<file path="config.mk">
export PLATFORM = sky130hd
export DESIGN_NAME = text_overlay_gen
export DESIGN_NICKNAME = d
export VERILOG_FILES = /design/src/rtl/text_overlay_pkg.sv /design/src/rtl/font_rom.sv /design/src/rtl/text_overlay_gen_char_buffer.sv /design/src/rtl/text_overlay_gen.sv
export SDC_FILE = /design/constraint.sdc
export NUM_CORES = 1
export LEC_CHECK = 0
export CAP_MARGIN = 10
export CORE_MARGIN = 5
export CORE_UTILIZATION = 35
export CTS_CLUSTER_DIAMETER = 50
export DETAILED_ROUTE_END_ITERATION = 10
export PLACE_DENSITY = 0.58
export SETUP_SLACK_MARGIN = 0.5
export SYNTH_ARGS = -nofsm -noshare
export SYNTH_HDL_FRONTEND = slang
export SYNTH_SLANG_ARGS = --single-unit
</file>
<file path="constraint.sdc">
create_clock -name clk -period 3.9 [get_ports clk]
set_input_delay 1.17 -clock clk [delete_from_list [all_inputs] [get_ports clk]]
set_output_delay 1.17 -clock clk [all_outputs]
set_load 0.02 [all_outputs]
</file>
<file path="src/rtl/text_overlay_pkg.sv">
// Shared constants, FSM encoding and helpers for the text overlay.
package text_overlay_pkg;

  localparam int CELL_W      = 8;
  localparam int CELL_H      = 16;
  localparam int CHAR_W      = 7;
  localparam int FONT_ADDR_W = 11;

  typedef enum logic {
    ST_CLEAR = 1'b0,
    ST_IDLE  = 1'b1
  } state_t;

  // Ceiling log2, never less than 1 so a single-cell buffer still has an address bit.
  function automatic int clog2(input int n);
    int r;
    r = 0;
    for (int i = 0; i < 31; i++) begin
      if ((1 << i) < n) r = i + 1;
    end
    return (r == 0) ? 1 : r;
  endfunction

endpackage

</file>
<file path="src/rtl/font_rom.sv">
// Synchronous glyph ROM, address {char_code, glyph_row}, one cycle of latency.
module font_rom (
  input  logic        clk,
  input  logic [10:0] addr,
  output logic [7:0]  data
);

  always_ff @(posedge clk) begin
    case (addr)
      // 'J'
      11'h4A2: data <= 8'h1E;
      11'h4A3: data <= 8'h0C;
      11'h4A4: data <= 8'h0C;
      11'h4A5: data <= 8'h0C;
      11'h4A6: data <= 8'h0C;
      11'h4A7: data <= 8'h0C;
      11'h4A8: data <= 8'hCC;
      11'h4A9: data <= 8'hCC;
      11'h4AA: data <= 8'hCC;
      11'h4AB: data <= 8'h78;
      // 'M'
      11'h4D2: data <= 8'hC3;
      11'h4D3: data <= 8'hE7;
      11'h4D4: data <= 8'hFF;
      11'h4D5: data <= 8'hFF;
      11'h4D6: data <= 8'hDB;
      11'h4D7: data <= 8'hC3;
      11'h4D8: data <= 8'hC3;
      11'h4D9: data <= 8'hC3;
      11'h4DA: data <= 8'hC3;
      11'h4DB: data <= 8'hC3;
      default: data <= 8'h00;
    endcase
  end

endmodule

</file>
<file path="src/rtl/text_overlay_gen_char_buffer.sv">
// Character buffer: one write port, one registered read port, read-first on collision.
module char_buffer #(
  parameter int DEPTH  = 128,
  parameter int ADDR_W = 7
) (
  input  logic              clk,
  input  logic              we,
  input  logic [ADDR_W-1:0] wr_addr,
  input  logic [7:0]        wr_data,
  input  logic [ADDR_W-1:0] rd_addr,
  output logic [7:0]        rd_data
);

  logic [7:0] mem [DEPTH];

  always_ff @(posedge clk) begin
    if (we) mem[wr_addr] <= wr_data;
  end

  always_ff @(posedge clk) begin
    rd_data <= mem[rd_addr];
  end

endmodule

</file>
<file path="src/rtl/text_overlay_gen.sv">
// Text overlay: writable character buffer with clear sequencer, blink attribute
// and a 3-cycle pixel pipeline feeding the RGB output mux.
module text_overlay_gen
  import text_overlay_pkg::*;
#(
  parameter int         COLS       = 32,
  parameter int         ROWS       = 4,
  parameter int         ORIGIN_COL = 8,
  parameter int         ORIGIN_ROW = 15,
  parameter int         BLINK_LOG2 = 5,
  parameter logic [2:0] BLANK_RGB  = 3'b000,
  localparam int        ADDR_W     = clog2(COLS * ROWS)
) (
  input  logic              clk,
  input  logic              reset,
  input  logic              video_on,
  input  logic [9:0]        pixel_x,
  input  logic [9:0]        pixel_y,
  input  logic              frame_tick,
  input  logic [2:0]        fg_rgb,
  input  logic [2:0]        bg_rgb,
  input  logic              wr_valid,
  output logic              wr_ready,
  input  logic [ADDR_W-1:0] wr_addr,
  input  logic [7:0]        wr_data,
  input  logic              clr_req,
  output logic              clr_busy,
  output logic              wr_err,
  output logic [2:0]        rgb_text,
  output logic              text_on,
  output logic              font_bit
);

  localparam int                XS        = $clog2(CELL_W);
  localparam int                YS        = $clog2(CELL_H);
  localparam int                CELLS     = COLS * ROWS;
  localparam logic [ADDR_W-1:0] LAST_CELL = ADDR_W'(CELLS - 1);
  localparam logic [ADDR_W:0]   CELLS_X   = (ADDR_W + 1)'(CELLS);

  state_t              state;
  logic [ADDR_W-1:0]   clr_ptr;
  logic                wr_fire;
  logic                wr_in_range;
  logic                ram_we;
  logic [ADDR_W-1:0]   ram_waddr;
  logic [7:0]          ram_wdata;
  logic [BLINK_LOG2-1:0] frame_cnt;
  logic                phase;

  assign wr_ready    = (state == ST_IDLE) && !clr_req;
  assign wr_fire     = wr_valid && wr_ready;
  assign wr_in_range = {1'b0, wr_addr} < CELLS_X;
  assign phase       = frame_cnt[BLINK_LOG2-1];

  always_ff @(posedge clk or posedge reset) begin
    if (reset) begin
      state    <= ST_CLEAR;
      clr_ptr  <= '0;
      clr_busy <= 1'b1;
      wr_err   <= 1'b0;
    end else begin
      wr_err <= 1'b0;
      case (state)
        ST_CLEAR: begin
          if (clr_ptr == LAST_CELL) begin
            state    <= ST_IDLE;
            clr_busy <= 1'b0;
            clr_ptr  <= '0;
          end else begin
            clr_ptr <= clr_ptr + ADDR_W'(1);
          end
        end
        ST_IDLE: begin
          if (clr_req) begin
            state    <= ST_CLEAR;
            clr_busy <= 1'b1;
            clr_ptr  <= '0;
          end else if (wr_fire && !wr_in_range) begin
            wr_err <= 1'b1;
          end
        end
        default: state <= ST_CLEAR;
      endcase
    end
  end

  // The clear sequencer owns the write port whenever it is running.
  always_comb begin
    ram_we    = 1'b0;
    ram_waddr = wr_addr;
    ram_wdata = wr_data;
    if (state == ST_CLEAR) begin
      ram_we    = 1'b1;
      ram_waddr = clr_ptr;
      ram_wdata = 8'h00;
    end else if (wr_fire && wr_in_range) begin
      ram_we = 1'b1;
    end
  end

  always_ff @(posedge clk or posedge reset) begin
    if (reset) frame_cnt <= '0;
    else if (frame_tick) frame_cnt <= frame_cnt + BLINK_LOG2'(1);
  end

  // ---- S0: cell lookup, buffer read issued ----
  logic [7:0]        col_s0, row_s0;
  logic              in_win_s0;
  logic [15:0]       lin_s0;
  logic [ADDR_W-1:0] rd_addr_s0;

  // 8-bit subtraction lets a pixel left of / above the window wrap to a large value.
  assign col_s0     = 8'(pixel_x[9:XS]) - 8'(ORIGIN_COL);
  assign row_s0     = 8'(pixel_y[9:YS]) - 8'(ORIGIN_ROW);
  assign in_win_s0  = (col_s0 < 8'(COLS)) && (row_s0 < 8'(ROWS));
  assign lin_s0     = 16'(row_s0) * 16'(COLS) + 16'(col_s0);
  assign rd_addr_s0 = in_win_s0 ? lin_s0[ADDR_W-1:0] : '0;

  logic [7:0] cell_p0;

  char_buffer #(
    .DEPTH  (CELLS),
    .ADDR_W (ADDR_W)
  ) u_char_buffer (
    .clk     (clk),
    .we      (ram_we),
    .wr_addr (ram_waddr),
    .wr_data (ram_wdata),
    .rd_addr (rd_addr_s0),
    .rd_data (cell_p0)
  );

  logic          vld_p0, in_win_p0;
  logic [YS-1:0] row_px_p0;
  logic [XS-1:0] bitx_p0;

  // ---- S1: glyph fetch ----
  logic [FONT_ADDR_W-1:0] font_addr_p0;
  logic [7:0]             font_p1;
  logic                   vld_p1, in_win_p1, blink_p1;
  logic [XS-1:0]          bitx_p1;

  assign font_addr_p0 = {cell_p0[CHAR_W-1:0], row_px_p0};

  font_rom u_font_rom (
    .clk  (clk),
    .addr (font_addr_p0),
    .data (font_p1)
  );

  // ---- S2: pixel colour select ----
  logic       pix_bit;
  logic [2:0] pix_rgb;

  assign pix_bit = font_p1[~bitx_p1] & in_win_p1 & ~(blink_p1 & phase);

  always_comb begin
    pix_rgb = bg_rgb;
    if (!vld_p1)     pix_rgb = BLANK_RGB;
    else if (pix_bit) pix_rgb = fg_rgb;
  end

  always_ff @(posedge clk or posedge reset) begin
    if (reset) begin
      vld_p0    <= 1'b0;
      in_win_p0 <= 1'b0;
      vld_p1    <= 1'b0;
      in_win_p1 <= 1'b0;
      rgb_text  <= BLANK_RGB;
      text_on   <= 1'b0;
      font_bit  <= 1'b0;
    end else begin
      vld_p0    <= video_on;
      in_win_p0 <= in_win_s0;
      vld_p1    <= vld_p0;
      in_win_p1 <= in_win_p0;
      rgb_text  <= pix_rgb;
      text_on   <= in_win_p1 & vld_p1;
      font_bit  <= pix_bit;
    end
  end

  always_ff @(posedge clk) begin
    row_px_p0 <= pixel_y[YS-1:0];
    bitx_p0   <= pixel_x[XS-1:0];
    bitx_p1   <= bitx_p0;
    blink_p1  <= cell_p0[7];
  end

endmodule

</file>
; After elaboration in Yosys (flattened, before gate mapping)
; Memory sizes are Yosys's and may differ from the RTL's. A register that Yosys moved wholly into a read port is not among the register bits.
; Index checks and enable logic that the tools add are counted.
; W data, S select, Z words.
[totals]
memories = 1
elab_cells = 85
ram_bits = 1024
regBits = 42
latchBits = 0
output_inout_bits = 8
romBits = 0
inputBits = 47
[memory_table]
columns = memory, words, width, rd, rd_clocked_by_memory_dff, write_ports, line_no
row1 = u_char_buffer.mem, 128, 8, 1, 1, 1, text_overlay_gen_char_buffer.sv:14  ; logic [7:0] mem [DEPTH];
[classes]
magnitude_cmp = 3
reduce_logical = 9
muxes = 21
addsub = 5
div = 0
bitwise = 7
n_eq_ne = 23
n_shift = 0
n_mul = 0
[ops]
columns = cell, count
row1 = $eq A11 B11 Y1 const B, 20
row2 = $pmux W8 S8, 1
row3 = $mux W7, 4
row4 = $pmux W7 S2, 1
row5 = $mux W1, 9
row6 = $lt A8 B3 Y1 const B, 1
row7 = $lt A8 B6 Y1 const B, 1
row8 = $mux W8, 1
row9 = $sub A7 B4 Y8 const B, 1
row10 = $add A7 B1 Y7 const B, 1
row11 = $add A7 B7 Y7, 1
row12 = $eq A7 B7 Y1 const B, 1
row13 = $sub A6 B4 Y7 const B, 1
row14 = $mux W3, 2
row15 = $reduce_or A6 Y1, 1
row16 = $add A5 B1 Y5 const B, 1
row17 = $reduce_or A5 Y1, 1
row18 = $and A1 B1 Y1, 4
row19 = $lt A3 B4 Y1 const B, 1
row20 = $ne A2 B2 Y1 const B, 2
row21 = $pmux W1 S2, 2
row22 = $bmux W1 S3, 1
row23 = $logic_and A1 B1 Y1, 3
row24 = $not A3 Y3, 1
row25 = other kinds (5), 6

; Longest topological paths before layout
[depth]
depth_word = 7
depth_mapped = 17
mapped_depth_nobuf = 12

; Modules after synthesis
; A second synthesis with hierarchy kept.
[unflattened]
cells_unflattened = 1824
hier_area_um2 = 41666.2
[modules_own_cells]
columns = mod, seq_area_each_um2, area_per_inst_um2, cells_per_inst, instances
row1 = char_buffer, 30909.6, 39665.5, 1635, 1
row2 = text_overlay_gen, 797.0, 1610.3, 148, 1
row3 = font_rom, 160.2, 390.4, 41, 1

; Worst setup path after synthesis
; No wires, ideal clock.
[synth_path]
kind = input port to flip-flop
start = input pixel_x[6]
end = register u_char_buffer.rd_data[5] (read register of u_char_buffer.mem)
path_buffers = 3
t_required_ns = 3.778
cell_stages = 14
setup_ns = 0.122
setup_slack_ns = -0.165
arrival_ns = 3.943
path_cell_list = buf_2 clkinv_1 clkbuf_1 ha_1 xor2_1 nor3_1 o211ai_4 nor2_2 buf_2 mux2_2 o21ai_0 a31oi_1 o21ba_2 o32a_1
[synth_via]
elab_chain_len = 4
word_cells_on_any_way = 5
cone_classes = add/sub (2) / order compare (1) / mux (1) / reduce/logical (1)
[synth_rtl]
columns = item, line_no
row1 = from (decl), text_overlay_gen.sv:17  ; input logic [9:0] pixel_x,
row2 = $sub A7 B4 Y8 (*), text_overlay_gen.sv:113  ; assign col_s0 = 8'(pixel_x[9:XS]) - 8'(ORIGIN_COL);
row3 = $lt A8 B6 Y1, text_overlay_gen.sv:115  ; assign in_win_s0 = (col_s0 < 8'(COLS)) && (row_s0 < 8'(ROWS));
row4 = $logic_and A1 B1 Y1, text_overlay_gen.sv:115
row5 = $mux W7 (*), text_overlay_gen.sv:117  ; assign rd_addr_s0 = in_win_s0 ? lin_s0[ADDR_W-1:0] : '0;
row6 = to (decl), text_overlay_gen_char_buffer.sv:11  ; output logic [7:0] rd_data
; Mark *: on every way between the ends. The rest lies on a longest branch, timed or not.
; A chain may end at the register's enable or synchronous reset.

; Worst setup path after layout
[layout_path]
start = input pixel_y[4]
end = register u_char_buffer.rd_data[5] (read register of u_char_buffer.mem)
[layout_via]
elab_chain_len = 4
word_cells_on_any_way = 5
cone_classes = add/sub (2) / order compare (1) / mux (1) / reduce/logical (1)
[layout_rtl]
columns = item, line_no
row1 = from (decl), text_overlay_gen.sv:18  ; input logic [9:0] pixel_y,
row2 = $sub A6 B4 Y7 (*), text_overlay_gen.sv:114  ; assign row_s0 = 8'(pixel_y[9:YS]) - 8'(ORIGIN_ROW);
row3 = $lt A8 B3 Y1, text_overlay_gen.sv:115
row4 = $logic_and A1 B1 Y1, text_overlay_gen.sv:115
row5 = $mux W7 (*), text_overlay_gen.sv:117
; Marked as above.

==> reports/metrics.csv <==
metric,value,unit
status,completed,
reg2reg setup slack,1.31,ns
initial antenna violation count,3,
"CP delay by family, top",simple AND/OR/NAND/NOR gates,
grt ovf,0,
Tightest Pin Transition,0.992,ns
Layout area overhead,25.1,%
Slew Limit Headroom,33.8,%
RePlAce Congestion,0.927,
Sink Count,1074,
Seq pwr share,48.0,%
CTS tree,built,
crit end category,flip-flop,
Vias/cell,5.45,
register bit total from synthesis,1074,
Synth Instances,2711,
overall power,0.0275,W
P_leak,18.7,nW
worst-path maximum fanout,6,
Max Transition Viols Final,0,
Ys Warns,0,
R2R depth,5,
period utilisation layout,91.3,%
final core utilization,44.0,%
# rows,128,
detailed-route via count,27001,
Root Driver,clkbuf_16,
HPWL after DPL,87.2,mm
final net count,3277,
CP required,4.48,ns
count of cell types in the netlist,78,
placed insts,4702,
Port Buf Inserts,53,
syn_area_per_cell,15.8,µm²
maximum VDD drop,0.508,mV
DRT antenna net count,0,
first-pass iteration count of the detailed router,8,
CP cell instances,"buf_8, ha_4, or4b_4, o21ai_4, o211ai_4, buf_8, nor2_4, buf_12, buf_12, buf_4, buf_4, mux2i_1, a221oi_1, nor3_1, o21ba_2, o32a_1",
Inserted Diodes,0,
Layout fillers,10648,
die area,0.129,mm²
DRC errors left,0,
hold path depth,0,
critical path's slowest cell,or4b_4,
Initial Util,35.2,%
share of post-route cells with drive strength above 1,26.1,%
switching power of the nets,0.00660,W
RSZ-0062 raised after global routing,true,
# setup viols final,0,
H-tree depth,3,
skew final,0.0250,ns
Power Density,514,mW/mm²
clock power share,42.6,%
worst path arrival time,4.15,ns
critical path class,primary input to flip-flop,
first-pass GRT wire length,189,mm
core area,0.122,mm²
Synth Flop Type,edfxtp_1,
via count of the first global-routing pass,26497,
crit path time final,3.56,ns
Comb pwr share,9.3,%
DRT iter0 DRCs,3615,
Fin Hold WS,0.324,ns
synthesized area,0.0427,mm²
"EDFF count, synth",1024,
sequential area share after synthesis,74.6,%
CTS Buf Count,120,
Hold Buf Count CTS,0,
Sw Ratio,24.0,%
final hold violation count,0,
Achievable Freq,0.281,GHz
post-route insts no fill,4952,
Critical Path Max Stage Delay,0.52,ns
DIE WIDTH,359,µm
Tightest Hold Check Type,flip-flop to flip-flop,
GRT Util Overall,19.8,%
Clock Tree Buf Depth,3,
WL per Instance,26.4,µm
Max Cap Viol,0,
asr flop ratio synth,2.14,%
Bufs and invs on worst path,6,
Worst path depth,16,
Setup TNS Final,0,ns
IO Count,55,
largest net degree at the start of global routing,74,
Startpoint Class,primary input,
clock-pin slew on the worst setup and hold paths,0.06,ns
worst skew pair latency,0.70,ns
WL final,131,mm
Die H,359,µm
internal power,0.0209,W
Syn Nets,2763,
[cells in the final DEF, fill, tap and decap left out, types with 9 or more instances in the layout]
cell type / Yosys / layout
inv_6: 0 / 12
dfrtp_1: 22 / 22
a22oi_1: 12 / 9
o211ai_1: 10 / 10
a221oi_1: 35 / 33
mux2i_1: 162 / 161
nand2_1: 253 / 249
nand4_1: 9 / 9
edfxtp_1: 1024 / 1024
o2111ai_1: 13 / 13
clkdlybuf4s50_1: 0 / 41
o21ai_0: 87 / 86
buf_12: 0 / 55
o221ai_1: 50 / 50
clkbuf_1: 70 / 17
dfxtp_1: 27 / 27
nor2_1: 227 / 224
inv_1: 19 / 17
buf_4: 11 / 436
mux2_2: 56 / 56
clkinv_2: 0 / 13
bufinv_16: 0 / 20
clkinv_1: 3 / 23
o32ai_1: 13 / 13
nand3_1: 74 / 74
clkbuf_16: 0 / 120
a32oi_1: 13 / 13
a31oi_1: 35 / 31
o22ai_1: 36 / 36
a21oi_1: 117 / 117
and3_1: 15 / 13
mux4_2: 64 / 64
a211oi_1: 15 / 15
nor3_1: 27 / 25
[worst paths after layout]
kind / start / to
hold reg to reg: bitx_p0[0] / bitx_p1[0]
min in group asynchronous: reset / vld_p0
max in group asynchronous: reset / clr_ptr[4]
setup reg to reg: state / u_char_buffer.mem[93][4]
setup / recovery: pixel_y[4] / u_char_buffer.rd_data[5]
hold / removal: bitx_p0[0] / bitx_p1[0]
[through the flow]
step / cell area [µm²] / setup slack (ns)
2_1_floorplan: 42900 / 0.275
3_3_place_gp: 48800 / -1.16
3_5_place_dp: 48800 / -1.19
4_1_cts: 53400 / 0.478
5_1_grt: 53500 / 0.342
6_report: 53500 / 0.337
[power groups by stage]
stage          Clock [W]  Combinational [W]  Sequential [W]
3_5_place_dp           0            0.00252          0.0134
5_1_grt           0.0124            0.00267          0.0132
2_1_floorplan          0            0.00116          0.0134
6_report          0.0117            0.00257          0.0132
3_3_place_gp           0            0.00250          0.0134
4_1_cts           0.0119            0.00254          0.0132
[worst register-to-register path: stages, from the launching register on]
cell	delay [ns]
dfrtp_1	0.39
buf_4	0.22
o32ai_1	0.56
nand2_1	0.44
nor2_1	0.46
buf_4	0.24
[cells in the mapped netlist, drive strengths merged (15+ instances only)]
cell / count / area (µm²)
a221oi: 35 / 307
dfrtp: 22 / 551
buf: 87 / 460
clkbuf: 70 / 263
mux2: 56 / 631
mux4: 64 / 1440
a211oi: 15 / 113
a21oi: 118 / 594
mux2i: 162 / 1620
o221ai: 50 / 438
inv: 20 / 75.1
nand3: 76 / 390
o22ai: 36 / 225
o21ai: 93 / 469
nor3: 29 / 155
nand2: 256 / 968
a31oi: 35 / 219
dfxtp: 27 / 541
and2: 15 / 93.8
nor2: 231 / 905
edfxtp: 1024 / 30700
and3: 15 / 93.8
[flip-flops by register name, indices dropped and copies added (netlist names), 3 cells and up]
register / flops
bitx_p0: 3
bitx_p1: 3
clr_ptr: 7
frame_cnt: 5
rgb_text: 3
row_px_p0: 4
u_char_buffer.mem: 1024
u_char_buffer.rd_data: 8
u_font_rom.data: 8
[final cells by class]
class	count	area (µm²)	area share, %
clock inverter	86	1050	1.97
sequential	1074	31900	59.6
tap	1625	2030	3.80
clock buffer	138	3080	5.76
timing repair buffer	549	5010	9.37
multi-input combinational	1457	10300	19.3
inverter	23	101	0.190
[logic make-up after synthesis]
kind of cell	synth area share [%]
compound gates	7.79
simple gates	6.78
xor+xnor	0.184
flops	74.6
mux	8.64
buf+inv	1.89
fa+ha+maj	0.146
other cells	0.00877
[routing by layer]
metal  track usage, %  vias to the layer above  wire length (µm)  share of wire [%]
met3             3.57                      268             10300                7.9
li1                 -                    11751                 -                  -
met5                0                        -                27              0.021
met4             7.34                        4              5540                4.2
met2             31.7                     1249             61300                 47
met1             27.1                    13729             53800                 41
[what timing repair did]
action,4_1_cts,5_1_grt
pin swaps,14,15
cloned,2,0
endpoints found under the setup margin,9,9
gates resized for setup,55,14
hold endpoints to repair,0,0
setup buffers,16,8
(Power assumes the default switching activity.)
